[src/rtl/mdu_seq.sv]
// Iterative radix-2 multiply/divide sequencer that owns the HI/LO pair.
// One shift-add or restoring shift-subtract step per cycle, then a sign-fix cycle.
module mdu_seq #(
  parameter int WIDTH = 32
) (
  input  logic             clk,
  input  logic             rst_n,
  input  logic             start,
  input  logic [2:0]       op,
  input  logic [WIDTH-1:0] opr1,
  input  logic [WIDTH-1:0] opr2,
  input  logic             flush,
  output logic             busy,
  output logic             done,
  output logic             div_by_zero,
  output logic [WIDTH-1:0] hi,
  output logic [WIDTH-1:0] lo
);

  localparam int CNT_W = $clog2(WIDTH + 1);

  localparam logic [1:0] IDLE = 2'd0;
  localparam logic [1:0] CALC = 2'd1;
  localparam logic [1:0] FIX  = 2'd2;

  localparam logic [2:0] OP_MULT  = 3'd0;
  localparam logic [2:0] OP_MULTU = 3'd1;
  localparam logic [2:0] OP_DIV   = 3'd2;
  localparam logic [2:0] OP_DIVU  = 3'd3;
  localparam logic [2:0] OP_MTHI  = 3'd4;
  localparam logic [2:0] OP_MTLO  = 3'd5;

  function automatic logic [WIDTH-1:0] abs_mag(input logic signed [WIDTH-1:0] v);
    return v[WIDTH-1] ? (~$unsigned(v) + 1'b1) : $unsigned(v);
  endfunction

  function automatic logic [WIDTH-1:0] cond_neg_w(input logic [WIDTH-1:0] v, input logic neg);
    return neg ? (~v + 1'b1) : v;
  endfunction

  function automatic logic [2*WIDTH-1:0] cond_neg_2w(input logic [2*WIDTH-1:0] v, input logic neg);
    return neg ? (~v + 1'b1) : v;
  endfunction

  logic [1:0]         state;
  logic [CNT_W-1:0]   cnt;
  logic [2*WIDTH-1:0] acc;
  logic [WIDTH-1:0]   opb;
  logic               is_div;
  logic               res_neg;
  logic               rem_neg;

  logic signed [WIDTH-1:0] s1;
  logic signed [WIDTH-1:0] s2;
  logic               signed_op;
  logic               div_op;
  logic               arith_op;
  logic               zero_div;
  logic               accept;
  logic               load;
  logic [WIDTH-1:0]   mag1;
  logic [WIDTH-1:0]   mag2;

  logic [WIDTH:0]     msum;
  logic [2*WIDTH-1:0] mul_next;
  logic [WIDTH:0]     trial;
  logic [WIDTH:0]     dsub;
  logic [2*WIDTH-1:0] div_next;
  logic [2*WIDTH-1:0] prod_fix;
  logic [WIDTH-1:0]   quo_fix;
  logic [WIDTH-1:0]   rem_fix;

  assign s1        = opr1;
  assign s2        = opr2;
  assign signed_op = (op == OP_MULT) || (op == OP_DIV);
  assign div_op    = (op == OP_DIV) || (op == OP_DIVU);
  assign arith_op  = (op[2] == 1'b0);
  assign zero_div  = div_op && (opr2 == '0);
  assign accept    = start && (state == IDLE) && !flush;
  assign load      = accept && arith_op && !zero_div;
  assign mag1      = signed_op ? abs_mag(s1) : opr1;
  assign mag2      = signed_op ? abs_mag(s2) : opr2;

  // Multiply: acc low half starts as the multiplier and is consumed LSB first.
  assign msum     = {1'b0, acc[2*WIDTH-1:WIDTH]} + (acc[0] ? {1'b0, opb} : '0);
  assign mul_next = {msum, acc[WIDTH-1:1]};

  // Divide: acc = {remainder, dividend/quotient}; quotient bits shift in at the bottom.
  assign trial    = acc[2*WIDTH-1:WIDTH-1];
  assign dsub     = trial - {1'b0, opb};
  assign div_next = dsub[WIDTH] ? {trial[WIDTH-1:0], acc[WIDTH-2:0], 1'b0}
                                : {dsub[WIDTH-1:0], acc[WIDTH-2:0], 1'b1};

  assign prod_fix = cond_neg_2w(acc, res_neg);
  assign quo_fix  = cond_neg_w(acc[WIDTH-1:0], res_neg);
  assign rem_fix  = cond_neg_w(acc[2*WIDTH-1:WIDTH], rem_neg);

  assign busy = (state == CALC) || (state == FIX);

  always_ff @(posedge clk) begin
    if (!rst_n) begin
      state       <= IDLE;
      cnt         <= '0;
      hi          <= '0;
      lo          <= '0;
      done        <= 1'b0;
      div_by_zero <= 1'b0;
    end else begin
      done        <= 1'b0;
      div_by_zero <= 1'b0;
      if (flush) begin
        state <= IDLE;
        cnt   <= '0;
      end else begin
        case (state)
          IDLE: begin
            if (start) begin
              case (op)
                OP_MULT, OP_MULTU, OP_DIV, OP_DIVU: begin
                  if (zero_div) begin
                    done        <= 1'b1;
                    div_by_zero <= 1'b1;
                  end else begin
                    state <= CALC;
                    cnt   <= '0;
                  end
                end
                OP_MTHI: begin
                  hi   <= opr1;
                  done <= 1'b1;
                end
                OP_MTLO: begin
                  lo   <= opr1;
                  done <= 1'b1;
                end
                default: ;
              endcase
            end
          end
          CALC: begin
            cnt <= cnt + CNT_W'(1);
            if (cnt == CNT_W'(WIDTH - 1)) state <= FIX;
          end
          FIX: begin
            if (is_div) begin
              lo <= quo_fix;
              hi <= rem_fix;
            end else begin
              {hi, lo} <= prod_fix;
            end
            done  <= 1'b1;
            state <= IDLE;
          end
          default: state <= IDLE;
        endcase
      end
    end
  end

  // Datapath registers carry no reset; they are always loaded before use.
  always_ff @(posedge clk) begin
    if (load) begin
      is_div  <= div_op;
      res_neg <= signed_op && (opr1[WIDTH-1] ^ opr2[WIDTH-1]);
      rem_neg <= (op == OP_DIV) && opr1[WIDTH-1];
      if (div_op) begin
        acc <= {{WIDTH{1'b0}}, mag1};
        opb <= mag2;
      end else begin
        acc <= {{WIDTH{1'b0}}, mag2};
        opb <= mag1;
      end
    end else if ((state == CALC) && !flush) begin
      acc <= is_div ? div_next : mul_next;
    end
  end

endmodule
[config.mk]
export PLATFORM = sky130hd
export DESIGN_NAME = mdu_seq
export DESIGN_NICKNAME = d
export VERILOG_FILES = /design/src/rtl/mdu_seq.sv
export SDC_FILE = /design/constraint.sdc
export NUM_CORES = 1
export LEC_CHECK = 0
export CAP_MARGIN = 20
export CORE_MARGIN = 5
export CORE_UTILIZATION = 54
export CTS_CLUSTER_SIZE = 28
export DETAILED_ROUTE_END_ITERATION = 10
export PLACE_DENSITY = 0.9
export SLEW_MARGIN = 25
export SYNTH_ARGS = -nofsm -noshare
export SYNTH_HDL_FRONTEND = slang
export SYNTH_SLANG_ARGS = --single-unit
export TNS_END_PERCENT = 100
[constraint.sdc]
create_clock -name clk -period 6.15 [get_ports clk]
set_clock_uncertainty 0.05 [all_clocks]
set_input_delay 0.9225 -clock clk [delete_from_list [all_inputs] [get_ports clk]]
set_output_delay 0.9225 -clock clk [all_outputs]
set_load 0.005 [all_outputs]
==> results of run 1 <==
-- area by class of cell --
type,instances,area [um^2]
Fill cell,2261,10000
Multi-Input combinational cell,1516,9840
Sequential cell,173,4450
Timing Repair Buffer,151,1470
Tap cell,372,465
Clock buffer,17,425
Inverter,67,253
Clock inverter,15,149
-- layer usage --
metal / global-route usage, % / up-vias / wire length, um
met1: 40.9 / 7212 / 19500
met3: 7.86 / 229 / 6110
li1: - / 6917 / -
met4: 16.0 / 0 / 3250
met2: 52.1 / 1101 / 23600
met5: 0 / - / 0
-- power by group through the flow --
stage	registers [mW]	logic [mW]	clock network (mW)
2_1_floorplan	1.36	0.632	0
3_3_place_gp	1.39	0.897	0
3_5_place_dp	1.39	0.917	0
4_1_cts	1.37	0.925	1.10
5_1_grt	1.37	1.03	1.15
6_report	1.37	0.955	1.12
-- stage by stage --
stage,instance area (um^2),setup slack (ns),hold slack (ns)
4_1_cts,17000,1.40,0.415
3_3_place_gp,16500,1.21,0.386
5_1_grt,17100,0.746,0.433
2_1_floorplan,14900,0.0249,0.399
3_5_place_dp,16500,1.09,0.397
6_report,17100,0.990,0.410
-- kinds of logic (layout without fill, tap and decap cells) --
| kind of cell | Yosys count | after routing | synth area share, % |
|---|---|---|---|
| buffers and inverters | 171 | 250 | 4.50 |
| DFF | 173 | 173 | 29.8 |
| muxes | 85 | 85 | 5.70 |
| xor gates and xnor gates | 173 | 173 | 10.1 |
| and+or+nand+nor | 596 | 596 | 19.4 |
| adders and majority gates | 74 | 74 | 6.30 |
| AOI/OAI and AO/OA | 588 | 588 | 24.1 |
-- worst reg2reg max path: cells and delay by family (launching register included) --
family	cells	cell delay [ns]
simple gates	3	0.41
buf+inv	3	0.97
fa+ha+maj	1	0.44
flops	1	0.52
compound gates	7	1.82
-- cells in the mapped netlist, types with 4 or more instances --
cell      instances  area share (%)
a21oi_1         225             7.5
and2_1           14            0.59
xor2_1          103             6.0
nor3b_1           5            0.25
or2_2             6            0.25
mux2i_1          84             5.6
nand2b_1         20            0.84
clkbuf_1         86             2.2
edfxtp_1         99              20
a211oi_1         57             2.9
and3_1           11            0.46
nor2_1          165             4.1
nand3_1          30             1.0
and4_1            6            0.35
dfxtp_1          74             9.9
or3_1            22            0.92
o41ai_1          13            0.76
a31oi_1          23            0.96
ha_1             72             6.0
nor3_1           37             1.2
or4_1             9            0.45
o21bai_1          6            0.30
nand3b_1          6            0.30
xnor2_1          70             4.1
o22ai_1           7            0.29
buf_1             8            0.20
nand2_1         173             4.3
o21a_1            9            0.45
nor4_1           22            0.92
nor2b_1          45             1.9
nand4_1          13            0.54
o31ai_1          26             1.3
a41oi_1           5            0.29
o21ai_0         121             4.1
inv_1            66             1.7
o211ai_1         15            0.75
a21boi_0          4            0.20
buf_2             6            0.20
a21o_1           36             1.8
-- how the worst max path moves through the flow --
stage / startpoint / endpoint / slack (ns) / cells after the start
final: opr2[0] / acc[0] / 0.99 / 12
after global routing: opr2[0] / acc[0] / 0.75 / 12
after CTS: opr2[0] / acc[0] / 1.40 / 12
after detailed placement: opr2[0] / acc[25] / 1.09 / 12
after global placement: opr2[0] / acc[25] / 1.21 / 12
after floorplan: opr2[6] / acc[0] / 0.02 / 9
-- sequential cells by signal, summed over array words and instances, names as in the netlist --
| register | count |
|---|---|
| div_by_zero | 1 |
| state | 2 |
| hi | 32 |
| is_div | 1 |
| lo | 32 |
| cnt | 6 |
| acc | 64 |
| opb | 32 |
| rem_neg | 1 |
| res_neg | 1 |
| done | 1 |
==> flow_metrics.py, run 1 <==
metrics = {
    "power_and_ir_drop": {
        "clockPowerShare_pct": 32.5,
        "switching_share_pct": 35.1,
        "switching_power_mw": 1.21,
        "pwr-share-seq_pct": 39.8,
        "p_leak_nw": 6.54,
        "power_density_mw_per_mm2": 202,
        "p_int_mw": 2.24,
        "pwr-share-comb_pct": 27.7,
        "power.total_mw": 3.45,
        "ir_worst_vdd_uv": 209,
    },
    "synthesis": {
        "syn_inst": 1860,
        "syn-cell-area_mm2": 0.0149,
        "ys_types": 74,
        "synth-seq-cells": 173,
        "ys_warn_count": 0,
        "ys_seq_area_share_pct": 29.8,
        "synth_edf_count": 99,
        "synth_ff_type": "edfxtp_1",
        "synthArstFlopShare_pct": 0,
        "avgSynthCellArea_um2": 8.03,
        "syn-num-nets": 2005,
    },
    "detailed_routing": {
        "wl_per_cell_um": 22.7,
        "drtAntennaViolNets": 0,
        "drc": 0,
        "drtIter0Drc": 2054,
        "via_count": 15500,
        "post_drt_via_cell_ratio": 6.69,
        "finalWirelength_um": 52500,
        "drtPass1Iterations": 6,
    },
    "floorplanning": {
        "die_x_um": 176,
        "rows": 60,
        "ios": 138,
        "die-area_mm2": 0.0311,
        "die_h_um": 176,
        "initial_core_util_pct": 55.1,
        "core_area_mm2": 0.0271,
    },
    "cells_and_area": {
        "stdcell_count": 2311,
        "most-common-layout-cells": "a21oi_1 (225), nand2_1 (173), nor2_1 (165)",
        "layout_commonest_cell": "a21oi_1",
        "drive_gt1_share_pct": 3.71,
        "fin_util_pct": 62.9,
        "syn_to_final_growth_pct": 14.1,
        "antenna_cells": 0,
        "nets": 2071,
    },
    "clock_tree": {
        "cts-root-buf": "clkbuf_16",
        "cts.hold.buffers_added": 0,
        "cts.clk_slew.worst_paths_ns": 0.08,
        "numCtsBuffers": 17,
        "htree_levels": 4,
        "clock-sinks": 173,
        "cts.repair.resized": 0,
        "insertion_delay_ns": 0.46,
        "cts_tree": "yes",
        "clock_path_buffers": 2,
        "cts_setup_buffers": 0,
    },
    "sta": {
        "worst_slew_pin_slew_ns": 0.936,
        "finalSetupTns_ns": 0,
        "rsz0062_at_grt": "false",
        "setup_viol": 0,
        "slew_viol_final": 0,
        "slew_headroom_pct": 37.0,
        "hold_viol": 0,
        "min_period_ns": 5.16,
        "fmax_mhz": 194,
        "fin_crit_sh_pct": 83.9,
    },
    "setup_path": {
        "slowest_delay_ns": 0.74,
        "criticalPathCategory": "in2reg",
        "path_max_fanout": 54,
        "crit_family": "simple AND/OR/NAND/NOR gates",
        "path_buf_inv": 3,
        "rrSetupSlack_ns": 1.66,
        "crit_arrival_ns": 5.26,
        "critPathLaunchType": "input pin",
        "cp_cell_sequence": "clkdlybuf4s50_1 -> inv_1 -> ha_1 -> nor3b_1 -> nor4b_4 -> and3_1 -> nand2_1 -> or4_4 -> nand3b_4 -> clkinv_2 -> a211oi_1 -> a31oi_1",
        "end_kind": "flop",
        "crit_path_top_delay_cell": "clkinv_2",
        "required_ns": 6.25,
        "r2r_end": "acc[63]",
        "rr_startpoint": "acc[0]",
        "reg2reg_depth": 14,
    },
    "global_route": {
        "grt_pass1_vias": 14300,
        "track_usage_pct": 32.4,
        "antenna_found_initial": 1,
        "grt_pass1_wl_um": 79400,
        "grt_start_max_net_pins": 93,
        "overflow": 0,
    },
    "job": {
        "max_cap_violations": 0,
    },
    "worst_hold_path": {
        "hold_depth": 1,
        "min_from": "hi[31]",
        "min_path_type": "reg2reg",
        "whs_endpoint": "hi[31]",
    },
    "run_status": {
        "outcome": "finished clean",
    },
    "placed_design": {
        "dpl.hpwl_um": 39800,
        "io_buffers": 137,
        "gp_congestion": 1.01,
        "dp_cells": 2278,
    },
}
Note: power is estimated with default switching activity, not from simulation.
==> run 2: changes to the inputs <==
CORE_UTILIZATION = 55   (was 54)
PLACE_DENSITY = 0.88   (was 0.9)
clock period = 5.4 ns   (was 6.15 ns; I/O delays follow)
==> flow_metrics.py, run 2 (synthesis gave the netlist of run 1 again) <==
metrics = {
    "clock_tree": {
        "clock-sinks": 173,
        "cts.clk_slew.worst_paths_ns": 0.07,
        "cts-root-buf": "clkbuf_16",
        "cts_tree": "yes",
        "cts.repair.resized": 0,
        "cts_setup_buffers": 0,
        "numCtsBuffers": 17,
        "clock_path_buffers": 2,
        "insertion_delay_ns": 0.45,
        "cts.hold.buffers_added": 0,
        "htree_levels": 4,
    },
    "detailed_routing": {
        "drtIter0Drc": 2033,
        "post_drt_via_cell_ratio": 6.63,
        "finalWirelength_um": 52700,
        "drtPass1Iterations": 9,
        "via_count": 15100,
        "drtAntennaViolNets": 0,
        "drc": 0,
        "wl_per_cell_um": 23.1,
    },
    "cells_and_area": {
        "antenna_cells": 0,
        "most-common-layout-cells": "a21oi_1 (225), nand2_1 (173), nor2_1 (165)",
        "nets": 2072,
        "final_cell_area_mm2": 0.0171,
        "stdcell_count": 2281,
        "syn_to_final_growth_pct": 14.2,
        "largest_register": "acc",
        "drive_gt1_share_pct": 3.66,
        "layout_commonest_cell": "a21oi_1",
        "largest_register_ff_count": 64,
    },
    "floorplanning": {
        "initial_core_util_pct": 55.6,
        "ios": 138,
        "die-area_mm2": 0.0306,
        "die_x_um": 175,
        "rows": 60,
        "die_h_um": 175,
        "core_area_mm2": 0.0269,
    },
    "placed_design": {
        "gp_congestion": 1.01,
        "io_buffers": 137,
        "placed_cell_area_mm2": 0.0165,
        "dpl.hpwl_um": 40000,
        "dp_cells": 2249,
    },
    "sta": {
        "slew_headroom_pct": 30.3,
        "rsz0062_at_grt": "false",
        "fin_crit_sh_pct": 90.9,
        "worst_slew_pin_slew_ns": 1.04,
        "fmax_mhz": 204,
        "hold_viol": 0,
        "finalSetupTns_ns": 0,
        "setup_viol": 0,
        "slew_viol_final": 0,
        "min_period_ns": 4.91,
    },
    "worst_hold_path": {
        "min_path_type": "reg2reg",
        "whs_endpoint": "hi[27]",
        "hold_depth": 1,
        "min_from": "hi[27]",
    },
    "global_route": {
        "grt_start_max_net_pins": 113,
        "overflow": 0,
        "track_usage_pct": 33.1,
        "grt_pass1_vias": 14100,
        "antenna_found_initial": 0,
        "grt_pass1_wl_um": 80200,
    },
    "power_and_ir_drop": {
        "switching_power_mw": 1.35,
        "power.total_mw": 3.95,
        "pwr-share-seq_pct": 39.6,
        "p_leak_nw": 6.57,
        "clockPowerShare_pct": 32.9,
        "pwr-share-comb_pct": 27.5,
        "switching_share_pct": 34.1,
        "p_int_mw": 2.60,
        "power_density_mw_per_mm2": 232,
        "ir_worst_vdd_uv": 234,
    },
    "setup_path": {
        "rrSetupSlack_ns": 1.02,
        "required_ns": 5.51,
        "crit_arrival_ns": 5.02,
        "path_max_fanout": 54,
        "rr_startpoint": "acc[31]",
        "reg2reg_depth": 12,
        "criticalPathCategory": "in2reg",
        "critPathLaunchType": "input pin",
        "end_kind": "flop",
        "r2r_end": "acc[47]",
    },
    "run_status": {
        "outcome": "finished clean",
    },
    "job": {
        "max_cap_violations": 0,
    },
}
-- run 2: worst max-delay path by stage --
stage,start,endpoint,slack (ns),depth (start not counted)
6_report,opr2[0],acc[25],0.49,12
3_5_place_dp,opr2[0],acc[25],0.45,12
4_1_cts,opr2[0],acc[25],0.89,12
3_3_place_gp,opr2[0],acc[25],0.62,12
2_1_floorplan,opr2[6],acc[0],0.43,9
5_1_grt,opr2[0],acc[25],0.15,12
-- run 2: final cells by class --
class                      instances  area, um^2
fill                            2286        9810
clock inverter                     9        63.8
timing repair buffer             152        1500
sequential                       173        4450
multi-input combinational       1516        9840
inverter                          67         253
clock buffer                      23         533
tap                              341         427
-- run 2: metal layers --
metal | routed length (um) | vias to the layer above | part of all wire, % | GRT usage [%]
li1 | - | 6933 | - | -
met1 | 20300 | 7053 | 39 | 42.6
met3 | 5320 | 180 | 10 | 6.47
met4 | 2940 | 0 | 5.6 | 16.2
met5 | 0 | - | 0 | 0
met2 | 24100 | 952 | 46 | 53.6
-- run 2: power by group through the flow --
stage / registers, mW / clock network (mW) / logic (mW)
after floorplan: 1.55 / 0 / 0.720
after global placement: 1.59 / 0 / 1.03
after detailed placement: 1.59 / 0 / 1.05
after CTS: 1.56 / 1.29 / 1.06
after global routing: 1.57 / 1.35 / 1.17
final: 1.56 / 1.30 / 1.09
-- run 2: through the flow --
step                setup slack [ns]  hold slack, ns  utilization, %
finish                         0.492           0.405            63.5
global route                   0.153           0.423            63.5
CTS                            0.887           0.409            63.5
detailed placement             0.450           0.392            61.3
global placement               0.622           0.387            61.3
floorplan                      0.435           0.399               -
-- run 2: critical path, cell delays in order --
cell and delay [ns]:
clkdlybuf4s50_1 0.52, inv_1 0.10, ha_1 0.16, nor3b_1 0.40, nor4b_4 0.43, and3_1 0.27, nand2_1 0.13, or4_4 0.61
nand3b_4 0.28, clkinv_2 0.73, a211oi_1 0.48, a21oi_1 0.07
==> run 3: changes to the inputs <==
CAP_MARGIN = 15   (was 20)
==> results of run 3 <==
Final layout, timing and power as in run 2 (identical DEF).
